### src/rtl/wb_arbiter_pkg.sv
// Shared types for the writeback arbiter: the buffered request record and the arbiter states.
package wb_arbiter_pkg;

    typedef struct packed {
        logic [4:0]  rd;
        logic [31:0] data;
    } wb_req_t;

    typedef enum logic [0:0] {
        PIPE_PRI  = 1'b0,
        MDU_FORCE = 1'b1
    } wb_arb_state_e;

endpackage

### src/rtl/wb_result_fifo.sv
// Power-of-two result buffer for MDU writebacks; head is presented combinationally.
module wb_result_fifo
    import wb_arbiter_pkg::*;
#(
    parameter int unsigned FIFO_DEPTH = 2
) (
    input  logic    clk,
    input  logic    rst,
    input  logic    i_push,
    input  wb_req_t i_data,
    input  logic    i_pop,
    output wb_req_t o_data,
    output logic    o_full,
    output logic    o_empty
);

    localparam int unsigned PtrW = $clog2(FIFO_DEPTH);
    localparam int unsigned CntW = PtrW + 1;

    wb_req_t         r_mem [FIFO_DEPTH];
    logic [PtrW-1:0] r_wr_ptr;
    logic [PtrW-1:0] r_rd_ptr;
    logic [CntW-1:0] r_count;
    logic            w_do_push;
    logic            w_do_pop;

    assign o_full    = (r_count == CntW'(FIFO_DEPTH));
    assign o_empty   = (r_count == '0);
    assign w_do_push = i_push && !o_full;
    assign w_do_pop  = i_pop && !o_empty;
    assign o_data    = r_mem[r_rd_ptr];

    always_ff @(posedge clk or posedge rst) begin
        if (rst) begin
            r_wr_ptr <= '0;
            r_rd_ptr <= '0;
            r_count  <= '0;
        end else begin
            if (w_do_push) r_wr_ptr <= r_wr_ptr + 1'b1;
            if (w_do_pop)  r_rd_ptr <= r_rd_ptr + 1'b1;
            case ({w_do_push, w_do_pop})
                2'b10:   r_count <= r_count + 1'b1;
                2'b01:   r_count <= r_count - 1'b1;
                default: r_count <= r_count;
            endcase
        end
    end

    // Storage needs no reset: entries are only readable behind a valid count.
    always_ff @(posedge clk) begin
        if (w_do_push) r_mem[r_wr_ptr] <= i_data;
    end

endmodule

### src/rtl/wb_arbiter.sv
// Register-file writeback arbiter: pipeline has priority, buffered MDU results are force-granted
// after STARVE_LIMIT waiting cycles. Define WB_ARB_STATS_EN to enable the conflict_cnt counter.
module wb_arbiter
    import wb_arbiter_pkg::*;
#(
    parameter int unsigned STARVE_LIMIT = 3,
    parameter int unsigned FIFO_DEPTH   = 2
) (
    input  logic        clk,
    input  logic        rst,
    input  logic        pipe_valid,
    input  logic        pipe_reg_write,
    input  logic [4:0]  pipe_rd,
    input  logic [31:0] pipe_data,
    output logic        pipe_stall,
    input  logic        mdu_valid,
    input  logic [4:0]  mdu_rd,
    input  logic [31:0] mdu_data,
    output logic        mdu_ready,
    output logic        rf_we,
    output logic [4:0]  rf_waddr,
    output logic [31:0] rf_wdata,
    output logic [15:0] conflict_cnt
);

    localparam int unsigned WaitW = $clog2(STARVE_LIMIT + 2);

    wb_arb_state_e    r_state;
    wb_arb_state_e    w_state_d;
    logic [WaitW-1:0] r_wait;
    logic [WaitW-1:0] w_wait_d;
    logic             w_fifo_full;
    logic             w_fifo_empty;
    wb_req_t          w_head;
    wb_req_t          w_mdu_in;
    wb_req_t          w_grant_req;
    logic             w_push;
    logic             w_pipe_req;
    logic             w_mdu_req;
    logic             w_grant_pipe;
    logic             w_grant_fifo;
    logic             w_grant_any;
    logic             r_rf_we;
    logic [4:0]       r_rf_waddr;
    logic [31:0]      r_rf_wdata;

    assign w_mdu_in   = '{rd: mdu_rd, data: mdu_data};
    assign mdu_ready  = !w_fifo_full;
    assign w_push     = mdu_valid && mdu_ready;
    assign w_pipe_req = pipe_valid && pipe_reg_write;
    assign w_mdu_req  = !w_fifo_empty;

    wb_result_fifo #(
        .FIFO_DEPTH (FIFO_DEPTH)
    ) u_fifo (
        .clk     (clk),
        .rst     (rst),
        .i_push  (w_push),
        .i_data  (w_mdu_in),
        .i_pop   (w_grant_fifo),
        .o_data  (w_head),
        .o_full  (w_fifo_full),
        .o_empty (w_fifo_empty)
    );

    always_comb begin
        w_grant_pipe = 1'b0;
        w_grant_fifo = 1'b0;
        w_state_d    = r_state;
        case (r_state)
            PIPE_PRI: begin
                if (w_pipe_req)     w_grant_pipe = 1'b1;
                else if (w_mdu_req) w_grant_fifo = 1'b1;
            end
            MDU_FORCE: begin
                w_grant_fifo = w_mdu_req;
                w_state_d    = PIPE_PRI;
            end
            default: w_state_d = PIPE_PRI;
        endcase

        if (!w_mdu_req || w_grant_fifo) w_wait_d = '0;
        else                            w_wait_d = r_wait + 1'b1;

        // Enter MDU_FORCE on the cycle the counter reaches the limit so the next one is forced.
        if (r_state == PIPE_PRI && w_mdu_req && !w_grant_fifo &&
            32'(w_wait_d) >= STARVE_LIMIT) begin
            w_state_d = MDU_FORCE;
        end
    end

    assign w_grant_any = w_grant_pipe || w_grant_fifo;
    assign w_grant_req = w_grant_fifo ? w_head : '{rd: pipe_rd, data: pipe_data};
    assign pipe_stall  = (r_state == MDU_FORCE) && w_pipe_req;

    always_ff @(posedge clk or posedge rst) begin
        if (rst) begin
            r_state    <= PIPE_PRI;
            r_wait     <= '0;
            r_rf_we    <= 1'b0;
            r_rf_waddr <= '0;
            r_rf_wdata <= '0;
        end else begin
            r_state <= w_state_d;
            r_wait  <= w_wait_d;
            // Grants to x0 are consumed without a register-file write.
            r_rf_we <= w_grant_any && (w_grant_req.rd != 5'd0);
            if (w_grant_any) begin
                r_rf_waddr <= w_grant_req.rd;
                r_rf_wdata <= w_grant_req.data;
            end
        end
    end

    assign rf_we    = r_rf_we;
    assign rf_waddr = r_rf_waddr;
    assign rf_wdata = r_rf_wdata;

`ifdef WB_ARB_STATS_EN
    logic [15:0] r_conflict_cnt;

    always_ff @(posedge clk or posedge rst) begin
        if (rst) begin
            r_conflict_cnt <= '0;
        end else if (pipe_stall && r_conflict_cnt != 16'hFFFF) begin
            r_conflict_cnt <= r_conflict_cnt + 16'd1;
        end
    end

    assign conflict_cnt = r_conflict_cnt;
`else
    assign conflict_cnt = '0;
`endif

endmodule
### config.mk
export PLATFORM = sky130hd
export DESIGN_NAME = wb_arbiter
export DESIGN_NICKNAME = d
export VERILOG_FILES = /design/src/rtl/wb_arbiter_pkg.sv /design/src/rtl/wb_result_fifo.sv /design/src/rtl/wb_arbiter.sv
export SDC_FILE = /design/constraint.sdc
export NUM_CORES = 1
export LEC_CHECK = 0
export ABC_CLOCK_PERIOD_IN_PS = 2900
export BUFFER_PORTS_ARGS = -buffer_cell sky130_fd_sc_hd__buf_2
export CAP_MARGIN = 20
export CORE_UTILIZATION = 47
export DETAILED_ROUTE_END_ITERATION = 12
export GPL_TIMING_DRIVEN = 0
export PLACE_DENSITY = 0.8
export SLEW_MARGIN = 20
export SYNTH_ARGS = -nofsm -noshare
export SYNTH_HDL_FRONTEND = slang
export SYNTH_HIERARCHICAL = 1
export SYNTH_SLANG_ARGS = --single-unit
### constraint.sdc
create_clock -name clk -period 2.9 [get_ports clk]
set_input_delay 0.58 -clock clk [delete_from_list [all_inputs] [get_ports clk]]
set_output_delay 0.58 -clock clk [all_outputs]
set_load 0.01 [all_outputs]
After elaboration in Yosys (flattened, before gate mapping)
Memories as Yosys holds them, arrays and structs flattened.
Index checks and enable logic that the tools add are counted.
Storage, ports and cells
  output and inout port bits: 56
  bits in registers: 46
  logic and storage cells: 47
  input port bits: 79
  memory bits (writable): 74
  memories kept: 1
Operators by class
  bitwise logic cells: 1
  $lt $le $gt $ge: 1
  equality and inequality tests: 3
  reduce and logical (&&, ||, !) cells: 17
  add/subtract/negate cells: 5
  muxes and demuxes: 11
Memory list
  u_fifo.r_mem: words 2, bits a word 37, rd ports 1, clocked after memory_dff 0, write ports 1, RTL line wb_result_fifo.sv:20  | wb_req_t r_mem [FIFO_DEPTH];
Operator list (count)
  $mux W37: 1
  $logic_and A1 B1 Y1: 9
  $mux W1: 7
  $reduce_bool A5 Y1: 1
  $eq A2 B2 Y1 const B: 2
  $pmux W2 S2: 1
  $add A3 B1 Y3 const B: 1
  $ge A3 B2 Y1 const B: 1
  $logic_not A1 Y1: 3
  $mux W3: 1
  $add A1 B1 Y1 const B: 2
  $add A2 B1 Y2 const B: 1
  $eq A2 B1 Y1 const B: 1
  $logic_not A2 Y1: 1
  $logic_or A1 B1 Y1: 2
  $pmux W1 S2: 1
  $reduce_bool A2 Y1: 1
  $sub A2 B1 Y2 const B: 1
  $not A1 Y1: 1

Depth between registers and ports, before layout
  depth in word-level cells: 9
  depth in mapped cells: 9
  gate-level depth less buffers: 8

Hierarchy
Netlist, hierarchy kept.
Modules (own cells, without submodules)
  wb_result_fifo: instances 1, cells an instance 134, area each 2952.8 um^2
  wb_arbiter: instances 1, cells an instance 204, area each 2080.7 um^2

Least setup slack after synthesis
No wires, ideal clock.
  path kind: input to register
  start: input port mdu_valid
  end: memory u_fifo/r_mem[0][0] (netlist bit), enable pin
  path slack: 79 ps
  setup time: 431 ps
  path buffers: 0
  required time: 2469 ps
  stages on the path: 3
  data arrival time: 2390 ps
  cells stage by stage: nor2b_1 nand2_1 nor2_1
On the way
  word-level cells in the longest chain between the ends: 4
Ends and longest elaborated chain
  from (decl): RTL line wb_arbiter.sv:16  | input logic mdu_valid,
  $logic_and A1 B1 Y1: RTL line wb_arbiter.sv:49  | assign w_push = mdu_valid && mdu_ready;
  $logic_and A1 B1 Y1: RTL line wb_result_fifo.sv:29  | assign w_do_push = i_push && !o_full;
  $mux W1: RTL line wb_result_fifo.sv:51  | if (w_do_push) r_mem[r_wr_ptr] <= i_data;
  $mux W1 (not written as such): RTL line wb_result_fifo.sv:51
  to (decl): RTL line wb_result_fifo.sv:20
No other way between the ends.

Worst setup path in the final report
  start: register u_fifo.r_count[0]
  end: register u_fifo.r_count[1]
On the way
  word-level cells in the longest chain between the ends: 7
Ends and longest elaborated chain
  from (decl): RTL line wb_result_fifo.sv:23  | logic [CntW-1:0] r_count;
  from (signal assigned): RTL line wb_result_fifo.sv:42  | 2'b10: r_count <= r_count + 1'b1;
  from (signal assigned): RTL line wb_result_fifo.sv:43  | 2'b01: r_count <= r_count - 1'b1;
  from (signal assigned): RTL line wb_result_fifo.sv:44  | default: r_count <= r_count;
  $logic_not A2 Y1 *: RTL line wb_result_fifo.sv:28  | assign o_empty = (r_count == '0);
  via w_fifo_empty: RTL line wb_arbiter.sv:33  | logic w_fifo_empty;
  $mux W1: RTL line wb_arbiter.sv:73  | else if (w_mdu_req) w_grant_fifo = 1'b1;
  $mux W1: RTL line wb_arbiter.sv:72  | if (w_pipe_req) w_grant_pipe = 1'b1;
  $pmux W1 S2 *: RTL line wb_arbiter.sv:70  | case (r_state)
  via w_grant_fifo: RTL line wb_arbiter.sv:41  | logic w_grant_fifo;
  $logic_and A1 B1 Y1 *: RTL line wb_result_fifo.sv:30  | assign w_do_pop = i_pop && !o_empty;
  via u_fifo.w_do_pop: RTL line wb_result_fifo.sv:25  | logic w_do_pop;
  $eq A2 B1 Y1 / $eq A2 B2 Y1 (equally long branches): RTL line wb_result_fifo.sv:41  | case ({w_do_push, w_do_pop})
  $pmux W2 S2 / $reduce_bool A2 Y1 (equally long branches)
Mark *: on every way through the listed nets, which the timed path passes. The rest lies on a longest branch.
A chain may end at the register's enable or synchronous reset.

==> results by group <==
STA
  • Setup TNS: 0 ns
  • Max Slew Vio Count: 0
  • Fmax: 472 MHz
  • WHS: 0.272 ns
  • Slew headroom: 0.528
  • RSZ-0062 raised after global routing: false
  • Final Hold Fails: 0
  • Setup-failing EPs final: 0
  • Tcrit/Tclk final: 0.731
  • Fin crit period: 2.12 ns
  • Worst-Margin Slew: 0.707 ns
  • Clock skew: 0.00688 ns

Setup path
  • Startpoint class of the critical path: flop
  • Crit path max fanout: 10
  • Crit path kind: reg2reg
  • CP endpoint kind: flop
  • Crit-path cells: nor2_1 > buf_2 > buf_2 > nor2_1 > nor2b_2 > ha_1 > nor2_1 > xor2_1
  • R2R Path Start: u_fifo/r_count[0]$_DFFE_PP0P_
  • Slowest stage delay, CP: 0.42 ns
  • FF-to-FF End: u_fifo/r_count[1]$_DFFE_PP0P_
  • Crit path top cell by count: nor2_1
  • CP required: 3.30 ns
  • R2r worst-path depth: 8
  • Crit path DAT: 2.52 ns
  • CP max stage cell: dfrtp_1
  • WP buf/inv: 2
  • Setup slack, reg-to-reg: 0.78 ns
  • Delay-heaviest family, CP: simple AND/OR/NAND/NOR gates

Floorplanning
  • Chip Height: 105 um
  • Die area: 0.0111 mm^2
  • I/O pin count: 135
  • FP Rows: 37
  • Initial core utilization: 0.485
  • Die Span X: 105 um
  • Core Area: 0.0104 mm^2

Synth
  • Async SR Flop Fraction: 0.383
  • Register area share after synthesis: 0.670
  • Register bit count reported by yosys: 120
  • Yosys top cell by area: edfxtp_1
  • Synth area leaders: edfxtp_1, dfrtp_1, mux2i_1, mux2_4, mux2_2
  • Synth cell types: 28
  • Top cells by count, synth: edfxtp_1, dfrtp_1, nor2_1
  • Count leader, synth: edfxtp_1
  • Cell Area, Synth: 0.00503 mm^2
  • Synth top area share: 0.441
  • Cells after synthesis: 338
  • Most common flop cell mapped by yosys: edfxtp_1
  • Yosys warns: 6
  • Syn avg cell area: 14.9 um^2
  • EDFF count, synth: 74

Placed design
  • IO buf count: 118
  • GPL Wtd Cong: 0.727
  • Post-DP HPWL: 7220 um

Drt
  • DRT iter0 DRCs: 99
  • Vias: 3108
  • Post-DR wirelength/cell: 16.3 um
  • Iteration count of the initial detailed-routing pass: 4
  • Residual DRC: 0
  • Routed wire length: 10500 um
  • Via/cell ratio: 4.83
  • Remaining antenna violation count after routing: 0

Clock network
  • Worst skew pair latency: 0.49 ns
  • CTS HTree Levels: 4
  • # Post-CTS Setup Buffers: 0
  • CTS sink count: 120
  • Max Root-Sink Buffers: 2
  • Clock transition at the registers of the reported paths: 0.05 ns
  • CTS buffer count: 17
  • TritonCTS clock tree: done
  • Root Buffer: clkbuf_8

Cells and area
  • Area Overhead vs Synth: 29.0%
  • Ant. Diodes: 0
  • Nets: 575
  • FILL cells: 857
  • Share of cells above drive strength 1: 0.432

Min path
  • Hold Path Sink: u_fifo/r_mem[1][1]$_DFFE_PP_
  • Hold crit path type: in2reg
  • Min-delay src: mdu_data[1]
  • Worst hold stages: 1

Power and ir drop
  • PwrDens: 1050 mW/mm^2
  • VDD IR-drop max: 502 uV
  • Leakage dissipation: 2.80 nW

GRT
  • Grt ovf: 0
  • Initial antenna violation count: 0
  • Largest net degree at the start of global routing: 29
  • Number of global-route vias before repair: 3237
  • GRT Overall Usage: 0.198
  • First-pass GRT wire length: 16200 um

Run
  • Max Cap Viol: 0

Outcome
  • Outcome: finished, final reports clean
==> layout by cell type (no fill, tap or decap), types with 3 or more instances in the layout <==
cell	n
mux2i_1	37
conb_1	16
clkinv_2	5
edfxtp_1	74
clkbuf_16	16
buf_6	3
nor2_1	42
mux2_4	20
a21oi_1	37
clkbuf_1	10
dfrtp_1	46
xnor2_1	4
mux2_2	17
inv_1	4
buf_4	19
buf_2	123
==> per-stage QoR <==
step	power, mW	area [um^2]	setup slack [ns]	cells	util
final	6.82	6490	0.781	643	0.626
after global routing	7.15	6490	0.648	643	0.626
after CTS	6.89	6490	0.782	643	0.626
after detailed placement	4.95	5930	0.779	610	0.572
after global placement	4.80	5850	-1.07	607	0.564
after floorplan	4.17	5090	0.0792	353	-
==> kinds of logic (layout without fill, tap and decap cells) <==
group	Yosys count	count (layout)	share of synthesized area
buf+inv	38	192	0.0482
flops	120	120	0.670
compound gates	40	40	0.0418
fa+ha+maj	2	2	0.00497
other cells	1	16	0.000745
simple gates	57	57	0.0524
mux	74	74	0.171
xor+xnor	6	6	0.0104
==> worst max path at each step <==
stage / from / to / slack [ns] / cells past startpoint
after floorplan: mdu_valid / u_fifo/r_mem[0][0]$_DFFE_PP_ / 0.08 / 3
after global placement: mdu_valid / u_fifo/r_mem[0][33]$_DFFE_PP_ / -1.07 / 4
after detailed placement: mdu_valid / u_fifo/r_mem[0][30]$_DFFE_PP_ / 0.78 / 5
after CTS: u_fifo/r_count[0]$_DFFE_PP0P_ / u_fifo/r_count[1]$_DFFE_PP0P_ / 0.78 / 8
after global routing: u_fifo/r_count[0]$_DFFE_PP0P_ / u_fifo/r_mem[0][20]$_DFFE_PP_ / 0.65 / 6
final: u_fifo/r_count[0]$_DFFE_PP0P_ / u_fifo/r_count[1]$_DFFE_PP0P_ / 0.78 / 8
==> power by group <==
part	switching (mW)	internal, mW	leakage (nW)	total [mW]
logic	1.14	1.11	1.32	2.25
clock network	0.684	1.23	0.266	1.92
registers	0.231	2.41	1.21	2.64
==> cell type report <==
type | instances | area [um^2] | share of cell area
Buffer | 33 | 224 | 0.0345
Tap cell | 136 | 170 | 0.0262
Clock inverter | 10 | 104 | 0.0160
Sequential cell | 120 | 3370 | 0.520
Inverter | 5 | 18.8 | 0.00289
Clock buffer | 22 | 443 | 0.0682
Timing Repair Buffer | 122 | 676 | 0.104
Multi-Input combinational cell | 195 | 1480 | 0.228
==> what timing repair did <==
item	CTS	global route
hold buffers	1	0
resized for setup	0	0
endpoints found under the hold margin	4	0
==> state kept, by name (all words and copies together), names as in the netlist <==
| register | flops |
|---|---|
| rf_we | 1 |
| u_fifo/r_rd_ptr | 1 |
| u_fifo/r_count | 2 |
| r_wait | 3 |
| rf_wdata | 32 |
| rf_waddr | 5 |
| u_fifo/r_wr_ptr | 1 |
| r_state | 1 |
| u_fifo/r_mem | 74 |
==> layer usage <==
layer	wire length, um	vias to the layer above	global-route usage	part of all wire
met2	5390	91	0.333	0.52
met3	506	10	0.0563	0.048
met5	0	-	0	0
met1	4430	1511	0.246	0.42
li1	-	1496	-	-
met4	129	0	0.0694	0.012
Note: power is estimated with default switching activity, not from simulation.
